$ cat config.mk
export PLATFORM = sky130hd
export DESIGN_NAME = alu_issue_sequencer_flat
export DESIGN_NICKNAME = d
export VERILOG_FILES = /design/src/rtl/alu_issue_sequencer_pkg.sv /design/src/rtl/alu_issue_sequencer_if.sv /design/src/rtl/alu_issue_sequencer_decoder.sv /design/src/rtl/alu_issue_sequencer.sv /design/src/flat_wrapper.sv
export SDC_FILE = /design/constraint.sdc
export NUM_CORES = 1
export LEC_CHECK = 0
export CORE_AREA = 2 2 114 116
export DETAILED_ROUTE_END_ITERATION = 6
export DIE_AREA = 0 0 116 118
export MAX_ROUTING_LAYER = met4
export PLACE_DENSITY = 0.81
export SETUP_SLACK_MARGIN = 0.15
export SYNTH_ARGS = -nofsm -noshare
export SYNTH_HDL_FRONTEND = slang
export SYNTH_HIERARCHICAL = 1
export SYNTH_SLANG_ARGS = --single-unit
$ cat constraint.sdc
create_clock -name clk -period 4.4 [get_ports clk]
set_input_delay 0.66 -clock clk [delete_from_list [all_inputs] [get_ports clk]]
set_output_delay 0.66 -clock clk [all_outputs]
set_load 0.05 [all_outputs]
$ cat src/rtl/alu_issue_sequencer_pkg.sv
// Shared constants for the ALU issue sequencer.
// Command ops, ALU opcodes and FSM state encoding.
package alu_issue_pkg;

  localparam logic [3:0] ALU_ADD = 4'b0000;
  localparam logic [3:0] ALU_SUB = 4'b0001;
  localparam logic [3:0] ALU_AND = 4'b0010;
  localparam logic [3:0] ALU_OR  = 4'b0011;

  localparam logic [2:0] OP_ADD = 3'd0;
  localparam logic [2:0] OP_SUB = 3'd1;
  localparam logic [2:0] OP_AND = 3'd2;
  localparam logic [2:0] OP_OR  = 3'd3;
  localparam logic [2:0] OP_BEQ = 3'd4;
  localparam logic [2:0] OP_BNE = 3'd5;
  localparam logic [2:0] OP_BLT = 3'd6;
  localparam logic [2:0] OP_BGT = 3'd7;

  typedef enum logic [1:0] {
    S_IDLE = 2'd0,
    S_EXEC = 2'd1,
    S_RESP = 2'd2
  } state_e;

endpackage

$ cat src/rtl/alu_issue_sequencer_if.sv
// Command/response handshake bundle of the ALU issue sequencer.
// slave = sequencer side, master = decode/writeback side.
interface alu_issue_sequencer_if #(
  parameter int TAG_W = 4
);
  logic             cmd_valid;
  logic             cmd_ready;
  logic [2:0]       cmd_op;
  logic [31:0]      cmd_a;
  logic [31:0]      cmd_b;
  logic [TAG_W-1:0] cmd_tag;

  logic             resp_valid;
  logic             resp_ready;
  logic [31:0]      resp_result;
  logic [TAG_W-1:0] resp_tag;
  logic             resp_write_en;
  logic             resp_branch_taken;

  modport slave (
    input  cmd_valid, cmd_op, cmd_a,
    input  cmd_b, cmd_tag, resp_ready,
    output cmd_ready, resp_valid,
    output resp_result, resp_tag,
    output resp_write_en,
    output resp_branch_taken
  );

  modport master (
    output cmd_valid, cmd_op, cmd_a,
    output cmd_b, cmd_tag, resp_ready,
    input  cmd_ready, resp_valid,
    input  resp_result, resp_tag,
    input  resp_write_en,
    input  resp_branch_taken
  );
endinterface

$ cat src/rtl/alu_issue_sequencer_decoder.sv
// Maps a command op to its ALU opcode and branch flag.
// Branches compare by subtraction and read the ALU flags.
module alu_cmd_decoder
  import alu_issue_pkg::*;
(
  input  logic [2:0] i_op,
  output logic [3:0] o_alu_opcode,
  output logic       o_is_branch
);

  always_comb begin
    o_alu_opcode = ALU_SUB;
    o_is_branch  = 1'b0;
    unique case (1'b1)
      (i_op == OP_ADD): o_alu_opcode = ALU_ADD;
      (i_op == OP_SUB): o_alu_opcode = ALU_SUB;
      (i_op == OP_AND): o_alu_opcode = ALU_AND;
      (i_op == OP_OR):  o_alu_opcode = ALU_OR;
      default: begin
        o_alu_opcode = ALU_SUB;
        o_is_branch  = 1'b1;
      end
    endcase
  end

endmodule

$ cat src/rtl/alu_issue_sequencer.sv
// Issues one command at a time to an external ALU,
// resolves branches from its flags and returns a response.
module alu_issue_sequencer
  import alu_issue_pkg::*;
#(
  parameter int TAG_W = 4,
  parameter int CNT_W = 16
) (
  input  logic             clk,
  input  logic             reset,
  alu_issue_sequencer_if.slave bus,
  output logic [31:0]      alu_data_in1,
  output logic [31:0]      alu_data_in2,
  output logic [3:0]       alu_opcode,
  input  logic [31:0]      alu_result,
  input  logic             alu_zero,
  input  logic             alu_lt,
  input  logic             alu_gt,
  output logic [CNT_W-1:0] ops_done,
  output logic [CNT_W-1:0] branches_taken
);

  state_e           r_state;
  state_e           w_next;
  logic [31:0]      r_in1;
  logic [31:0]      r_in2;
  logic [3:0]       r_opc;
  logic [2:0]       r_op;
  logic             r_is_br;
  logic [TAG_W-1:0] r_tag;
  logic [31:0]      r_result;
  logic             r_wen;
  logic             r_taken;
  logic [CNT_W-1:0] r_ops;
  logic [CNT_W-1:0] r_brs;

  logic [3:0] w_dec_opc;
  logic       w_dec_br;
  logic       w_cmd_ready;
  logic       w_resp_valid;
  logic       w_accept;
  logic       w_hs;
  logic       w_taken;

  alu_cmd_decoder u_dec (
    .i_op         (bus.cmd_op),
    .o_alu_opcode (w_dec_opc),
    .o_is_branch  (w_dec_br)
  );

  always_comb begin
    w_next       = r_state;
    w_cmd_ready  = 1'b0;
    w_resp_valid = 1'b0;
    w_accept     = 1'b0;
    w_hs         = 1'b0;
    unique case (r_state)
      S_IDLE: begin
        w_cmd_ready = 1'b1;
        if (bus.cmd_valid) begin
          w_accept = 1'b1;
          w_next   = S_EXEC;
        end
      end
      S_EXEC: w_next = S_RESP;
      S_RESP: begin
        w_resp_valid = 1'b1;
        if (bus.resp_ready) begin
          w_hs   = 1'b1;
          w_next = S_IDLE;
        end
      end
      default: w_next = S_IDLE;
    endcase
  end

  always_comb begin
    w_taken = 1'b0;
    unique case (1'b1)
      (r_op == OP_BEQ): w_taken = alu_zero;
      (r_op == OP_BNE): w_taken = !alu_zero;
      (r_op == OP_BLT): w_taken = alu_lt;
      (r_op == OP_BGT): w_taken = alu_gt;
      default:          w_taken = 1'b0;
    endcase
  end

  always_ff @(posedge clk) begin
    if (reset) begin
      r_state  <= S_IDLE;
      r_in1    <= '0;
      r_in2    <= '0;
      r_opc    <= '0;
      r_op     <= '0;
      r_is_br  <= 1'b0;
      r_tag    <= '0;
      r_result <= '0;
      r_wen    <= 1'b0;
      r_taken  <= 1'b0;
      r_ops    <= '0;
      r_brs    <= '0;
    end else begin
      r_state <= w_next;
      if (w_accept) begin
        r_in1   <= bus.cmd_a;
        r_in2   <= bus.cmd_b;
        r_opc   <= w_dec_opc;
        r_op    <= bus.cmd_op;
        r_is_br <= w_dec_br;
        r_tag   <= bus.cmd_tag;
      end
      if (r_state == S_EXEC) begin
        r_result <= alu_result;
        r_taken  <= w_taken;
        r_wen    <= !r_is_br;
      end
      // counters wrap freely
      if (w_hs) begin
        r_ops <= r_ops + CNT_W'(1);
        r_brs <= r_brs + CNT_W'(r_taken);
      end
    end
  end

  assign bus.cmd_ready         = w_cmd_ready;
  assign bus.resp_valid        = w_resp_valid;
  assign bus.resp_result       = r_result;
  assign bus.resp_tag          = r_tag;
  assign bus.resp_write_en     = r_wen;
  assign bus.resp_branch_taken = r_taken;
  assign alu_data_in1          = r_in1;
  assign alu_data_in2          = r_in2;
  assign alu_opcode            = r_opc;
  assign ops_done              = r_ops;
  assign branches_taken        = r_brs;

endmodule
$ cat src/flat_wrapper.sv
// flat-port wrapper written by rule: the top's interface ports become plain ports
module alu_issue_sequencer_flat import alu_issue_pkg::*;
#(
  parameter int TAG_W = 4,
  parameter int CNT_W = 16
)
  (clk, reset, alu_data_in1, alu_data_in2, alu_opcode, alu_result, alu_zero, alu_lt, alu_gt, ops_done, branches_taken, bus_cmd_valid, bus_cmd_op, bus_cmd_a, bus_cmd_b, bus_cmd_tag, bus_resp_ready, bus_cmd_ready, bus_resp_valid, bus_resp_result, bus_resp_tag, bus_resp_write_en, bus_resp_branch_taken);
  alu_issue_sequencer_if #(.TAG_W(TAG_W)) bus_i ();
  input  logic clk;
  input  logic reset;
  output logic [31:0] alu_data_in1;
  output logic [31:0] alu_data_in2;
  output logic [3:0] alu_opcode;
  input  logic [31:0] alu_result;
  input  logic alu_zero;
  input  logic alu_lt;
  input  logic alu_gt;
  output logic [CNT_W-1:0] ops_done;
  output logic [CNT_W-1:0] branches_taken;
  input wire logic [$bits(bus_i.cmd_valid)-1:0] bus_cmd_valid;
  input wire logic [$bits(bus_i.cmd_op)-1:0] bus_cmd_op;
  input wire logic [$bits(bus_i.cmd_a)-1:0] bus_cmd_a;
  input wire logic [$bits(bus_i.cmd_b)-1:0] bus_cmd_b;
  input wire logic [$bits(bus_i.cmd_tag)-1:0] bus_cmd_tag;
  input wire logic [$bits(bus_i.resp_ready)-1:0] bus_resp_ready;
  output wire logic [$bits(bus_i.cmd_ready)-1:0] bus_cmd_ready;
  output wire logic [$bits(bus_i.resp_valid)-1:0] bus_resp_valid;
  output wire logic [$bits(bus_i.resp_result)-1:0] bus_resp_result;
  output wire logic [$bits(bus_i.resp_tag)-1:0] bus_resp_tag;
  output wire logic [$bits(bus_i.resp_write_en)-1:0] bus_resp_write_en;
  output wire logic [$bits(bus_i.resp_branch_taken)-1:0] bus_resp_branch_taken;
  assign bus_i.cmd_valid = bus_cmd_valid;
  assign bus_i.cmd_op = bus_cmd_op;
  assign bus_i.cmd_a = bus_cmd_a;
  assign bus_i.cmd_b = bus_cmd_b;
  assign bus_i.cmd_tag = bus_cmd_tag;
  assign bus_i.resp_ready = bus_resp_ready;
  assign bus_cmd_ready = bus_i.cmd_ready;
  assign bus_resp_valid = bus_i.resp_valid;
  assign bus_resp_result = bus_i.resp_result;
  assign bus_resp_tag = bus_i.resp_tag;
  assign bus_resp_write_en = bus_i.resp_write_en;
  assign bus_resp_branch_taken = bus_i.resp_branch_taken;
  alu_issue_sequencer #(.TAG_W(TAG_W), .CNT_W(CNT_W)) u_core (.clk(clk), .reset(reset), .bus(bus_i), .alu_data_in1(alu_data_in1), .alu_data_in2(alu_data_in2), .alu_opcode(alu_opcode), .alu_result(alu_result), .alu_zero(alu_zero), .alu_lt(alu_lt), .alu_gt(alu_gt), .ops_done(ops_done), .branches_taken(branches_taken));
endmodule
# Yosys cells after proc, flatten, opt, wreduce, memory -nomap -nowiden
# Cells that the tools add are included.
# word_totals
latch_bits	0
reg_bits	144
in_bits	110
n_memories	0
word_cells	43
mem_bits_rw	0
rom_bits	0
output_inout_bits	140
# op_classes
shifts	0
n_bitwise	0
add_sub_neg	2
n_eq_ne	11
n_reduce_logical	6
div	0
n_mux	12
order_cmp	0
mul	0
# ops
cell	n
$add 16x1->16	1
$add 16x1->16 const B	1
$eq 3x3->1 const B	4
$pmux 2 s3	2
$mux 1	7
$eq 3x2->1 const B	2
$mux 2	2
$ne 2x2->1 const B	2
$pmux 1 s4	1
$reduce_or 4->1	1
$eq 3x1->1 const B	1
$logic_not 3->1	1
$eq 2x1->1 const B	1
$eq 2x2->1 const B	1
$logic_not 1->1	2
$logic_not 2->1	1
$reduce_and 2->1	1

# Depth between registers and ports, before layout
# depth
ltp_word	3
mapped_depth	8

# By module
# Netlist, hierarchy kept.
# by_module_without_submodules
mod	seq_area_each_um2	instances	area_each_um2	cells_each
alu_issue_sequencer	2882.8	1	5422.7	666
alu_cmd_decoder	0.0	1	35.0	6

# Least setup slack after synthesis
# Ideal clock, no wire load.
# synth_timing
kind	flip-flop to flip-flop
startpoint	register u_core.r_state[1]
endpoint	register u_core.r_in2[0], in the netlist u_core/alu_data_in2[0]
arrival_time_ns	1.920
required_ns	4.268
synth_period_minus_slack_ns	2.052
stages_incl_launch_ff	8
setup_ns	0.132
path_slack_ns	2.348
cell_sequence	dfxtp_1 -> buf_4 -> nor2_1 -> nand2_1 -> buf_4 -> clkbuf_1 -> nand2_1 -> a21oi_1
# synth_between
elab_chain_cells	2
# synth_lines
element	line_no	rtl
from (decl)	alu_issue_sequencer.sv:23	state_e r_state;
from (signal assigned)	alu_issue_sequencer.sv:103	r_state <= w_next;
$logic_not 2->1	alu_issue_sequencer.sv:57	unique case (r_state)
$mux 1	alu_issue_sequencer.sv:57	
to (signal assigned)	alu_issue_sequencer.sv:106	r_in2 <= bus.cmd_b;
to (decl)	alu_issue_sequencer.sv:26	logic [31:0] r_in2;
# Every way passes these cells.
# A chain may end at the register's enable or synchronous reset.

# Final worst setup path
# layout_timing
startpoint	register u_core.r_state[1]
endpoint	output bus_resp_valid
# layout_between
elab_chain_cells	2
# layout_lines
element	line_no	rtl
$eq 2x2->1	alu_issue_sequencer.sv:57	
$mux 1	alu_issue_sequencer.sv:57	
to (decl)	flat_wrapper.sv:27	output wire logic [$bits(bus_i.resp_valid)-1:0] bus_resp_valid;
# Every way passes these cells.

==> impl_metrics.tcl <==
set metrics [dict create \
    cts-htree-levels 4 \
    drt_wl_total_um 15600 \
    setup_viol 0 \
    clockBufferDepth 2 \
    critPathCaptureType "primary output" \
    die_area_um2 13700 \
    yosysMostFrequentCell "nand2_1" \
    initial_core_util 0.440 \
    endpoint "bus_resp_valid" \
    grt_overflow 0 \
    grt_max_degree 89 \
    drtPass1Iterations 5 \
    yosysUniqueCellTypes 44 \
    synthFlopType "dfxtp_1" \
    dp_hpwl_um 10700 \
    clock-sinks 144 \
    reg2reg_slack_ns 2.12 \
    setup_ws_ns 1.70 \
    synth_area_um2 5460 \
    tightestPinTransition_ns 1.06 \
    yosysTopAreaCell "dfxtp_1" \
    yosysSeqAreaShare 0.528 \
    cp.required_ns 3.74 \
    numCtsBuffers 17 \
    setup_tns_ns 0 \
    syn_inst 672 \
    nets 1015 \
    p_per_area_nw_per_um2 401 \
    fin_crit_sh 0.614 \
    reg2reg_from "u_core/r_state[1]$_SDFFE_PP0P_" \
    cp_max_fo 9 \
    num_io_pins 250 \
    ys_warn_count 6 \
    status "finished, final reports clean" \
    finalHoldViolations 0 \
    clk_latency_ns 0.42 \
    areaGrowthSynthToFinish_pct 57.5 \
    synth_edf_count 0 \
    vias 5291 \
    via_per_inst 4.87 \
    synth.top_cells.by_count "232 x nand2_1, 144 x dfxtp_1, 118 x a21oi_1" \
    clk_pin_slew_ns 0.06 \
    cp_slowest_cell "clkdlybuf4s50_1" \
    core_um2 12400 \
    postCtsSetupBuffers 0 \
    hp-start "u_core/r_is_br$_SDFFE_PP0P_" \
    synth_area_leaders "dfxtp_1 53%, nand2_1 16%, a21oi_1 11%" \
    ant_nets 0 \
    fp.dieH_um 118 \
    worstSetupPathType "flop to primary output" \
    drv_cap 0 \
    gp_congestion 0.814 \
    period_minus_slack_ns 2.70 \
    timing.slew.headroom 0.293 \
    rsz0062_at_grt "false" \
    avgSynthCellArea_um2 8.12 \
    p_leak_nw 3.11 \
    startpoint_type "flop" \
    portBuffers 249 \
    arrival_ns 2.04 \
    grt.total_usage 0.234 \
    die_w_um 116 \
    path_cells "nor2b_1, clkdlybuf4s50_1" \
    num_antenna_cells 0 \
    startpoint "u_core/r_state[1]$_SDFFE_PP0P_" \
    slowest_delay_ns 0.86 \
    async_flop_share 0 \
    drtIter0Drc 315 \
    cts-root-buf "clkbuf_16" \
    post_cts_resized 0 \
    drc 0 \
    synth-seq-cells 144 \
    drv_slew 0 \
    drive_above_1_share 0.0568 \
    hold_buffers 0 \
    grt_pass1_vias 5023 \
    hp-class "flop to flop" \
    synth_top_area_frac 0.528 \
    reg2reg_depth 5 \
    row_count 41 \
    antenna_found_initial 0 \
    pre_cts_slack_ns 1.76 \
    ir_worst_vdd_uv 285 \
    fmax_ghz 0.370 \
    worstReg2RegEnd "u_core/alu_data_in2[17]$_SDFFE_PP0P_" \
    grt_pass1_wl_um 24400 \
    cts_tree "built" \
    skew_ns 0.00799 \
    wl_per_cell_um 14.4 \
]
[flip-flops by register name, indices dropped and copies added (netlist names)]
register                      count
u_core/alu_data_in2              32
u_core/branches_taken            16
u_core/alu_opcode                 4
u_core/bus.resp_write_en          1
u_core/r_is_br                    1
u_core/alu_data_in1              32
u_core/ops_done                  16
u_core/r_state                    2
u_core/bus.resp_tag               4
u_core/bus.resp_branch_taken      1
u_core/bus.resp_result           32
u_core/r_op                       3
[report_power, final]
part	internal, mW	switching, mW	total [mW]
Sequential	1.37	0.0331	1.40
Clock	0.919	0.536	1.46
Combinational	0.227	0.365	0.593
[cells in the final DEF (no fill, tap or decap), drive strengths merged, types with 4 or more instances in the layout]
master / synthesis / routed
nor2: 31 / 31
clkbuf: 27 / 22
nor3: 6 / 6
dfxtp: 144 / 144
nor4: 10 / 10
nor2b: 8 / 8
inv: 4 / 4
xor2: 4 / 4
xnor2: 16 / 16
a21oi: 118 / 118
nand2: 232 / 232
clkdlybuf4s50: 0 / 248
nand3: 9 / 9
clkinv: 0 / 6
buf: 19 / 8
nand4: 11 / 11
[cell families after synthesis]
kind of cell,after synthesis,synth area share
AND/OR/NAND/NOR,324,0.260
buffers and inverters,50,0.0449
adder cells (fa/ha/maj),3,0.00688
AO/OA/AOI/OAI,127,0.121
other,1,0.000687
flip-flops,144,0.528
XOR/XNOR,20,0.0321
multiplexers,3,0.00619
[routing by layer]
| layer | wire (um) | track usage |
|---|---|---|
| met4 | 304 | 0.0900 |
| met2 | 7740 | 0.375 |
| met3 | 1150 | 0.0803 |
| met5 | 0 | - |
| met1 | 6410 | 0.269 |
[stage by stage]
step	instances	hold WS, ns	instance area, um^2	utilization	total power [mW]
6_report	1087	0.445	8590	0.692	3.45
5_1_grt	1087	0.469	8590	0.692	3.56
4_1_cts	1087	0.448	8590	0.692	3.48
3_5_place_dp	1055	0.434	8000	0.644	2.02
3_3_place_gp	1055	0.435	8000	0.644	2.01
2_1_floorplan	673	0.414	5460	-	1.77
[final cells by class]
cell class                      count  area [um^2]
Clock buffer                       22          464
Multi-Input combinational cell    479         2340
Sequential cell                   144         2880
Tap cell                          172          215
Timing Repair Buffer              256         2540
Clock inverter                     10          135
Fill cell                        1023         3820
Inverter                            4         15.0
[critical path: cells and delay by family, from the launching register on]
kind | cells | cell delay (ns)
buffers and inverters | 1 | 0.86
DFF | 1 | 0.54
and+or+nand+nor | 1 | 0.22
[worst min-delay path by stage]
| stage | endpoint | slack, ns | cells after the start |
|---|---|---|---|
| finish | u_core/bus.resp_write_en$_SDFFE_PP0N_ | 0.44 | 1 |
| floorplan | u_core/bus.resp_write_en$_SDFFE_PP0N_ | 0.41 | 1 |
| CTS | u_core/bus.resp_write_en$_SDFFE_PP0N_ | 0.45 | 1 |
| global placement | u_core/bus.resp_write_en$_SDFFE_PP0N_ | 0.44 | 1 |
| global route | u_core/bus.resp_result[8]$_SDFFE_PP0N_ | 0.47 | 2 |
| detailed placement | u_core/bus.resp_write_en$_SDFFE_PP0N_ | 0.43 | 1 |
(Power assumes the default switching activity.)
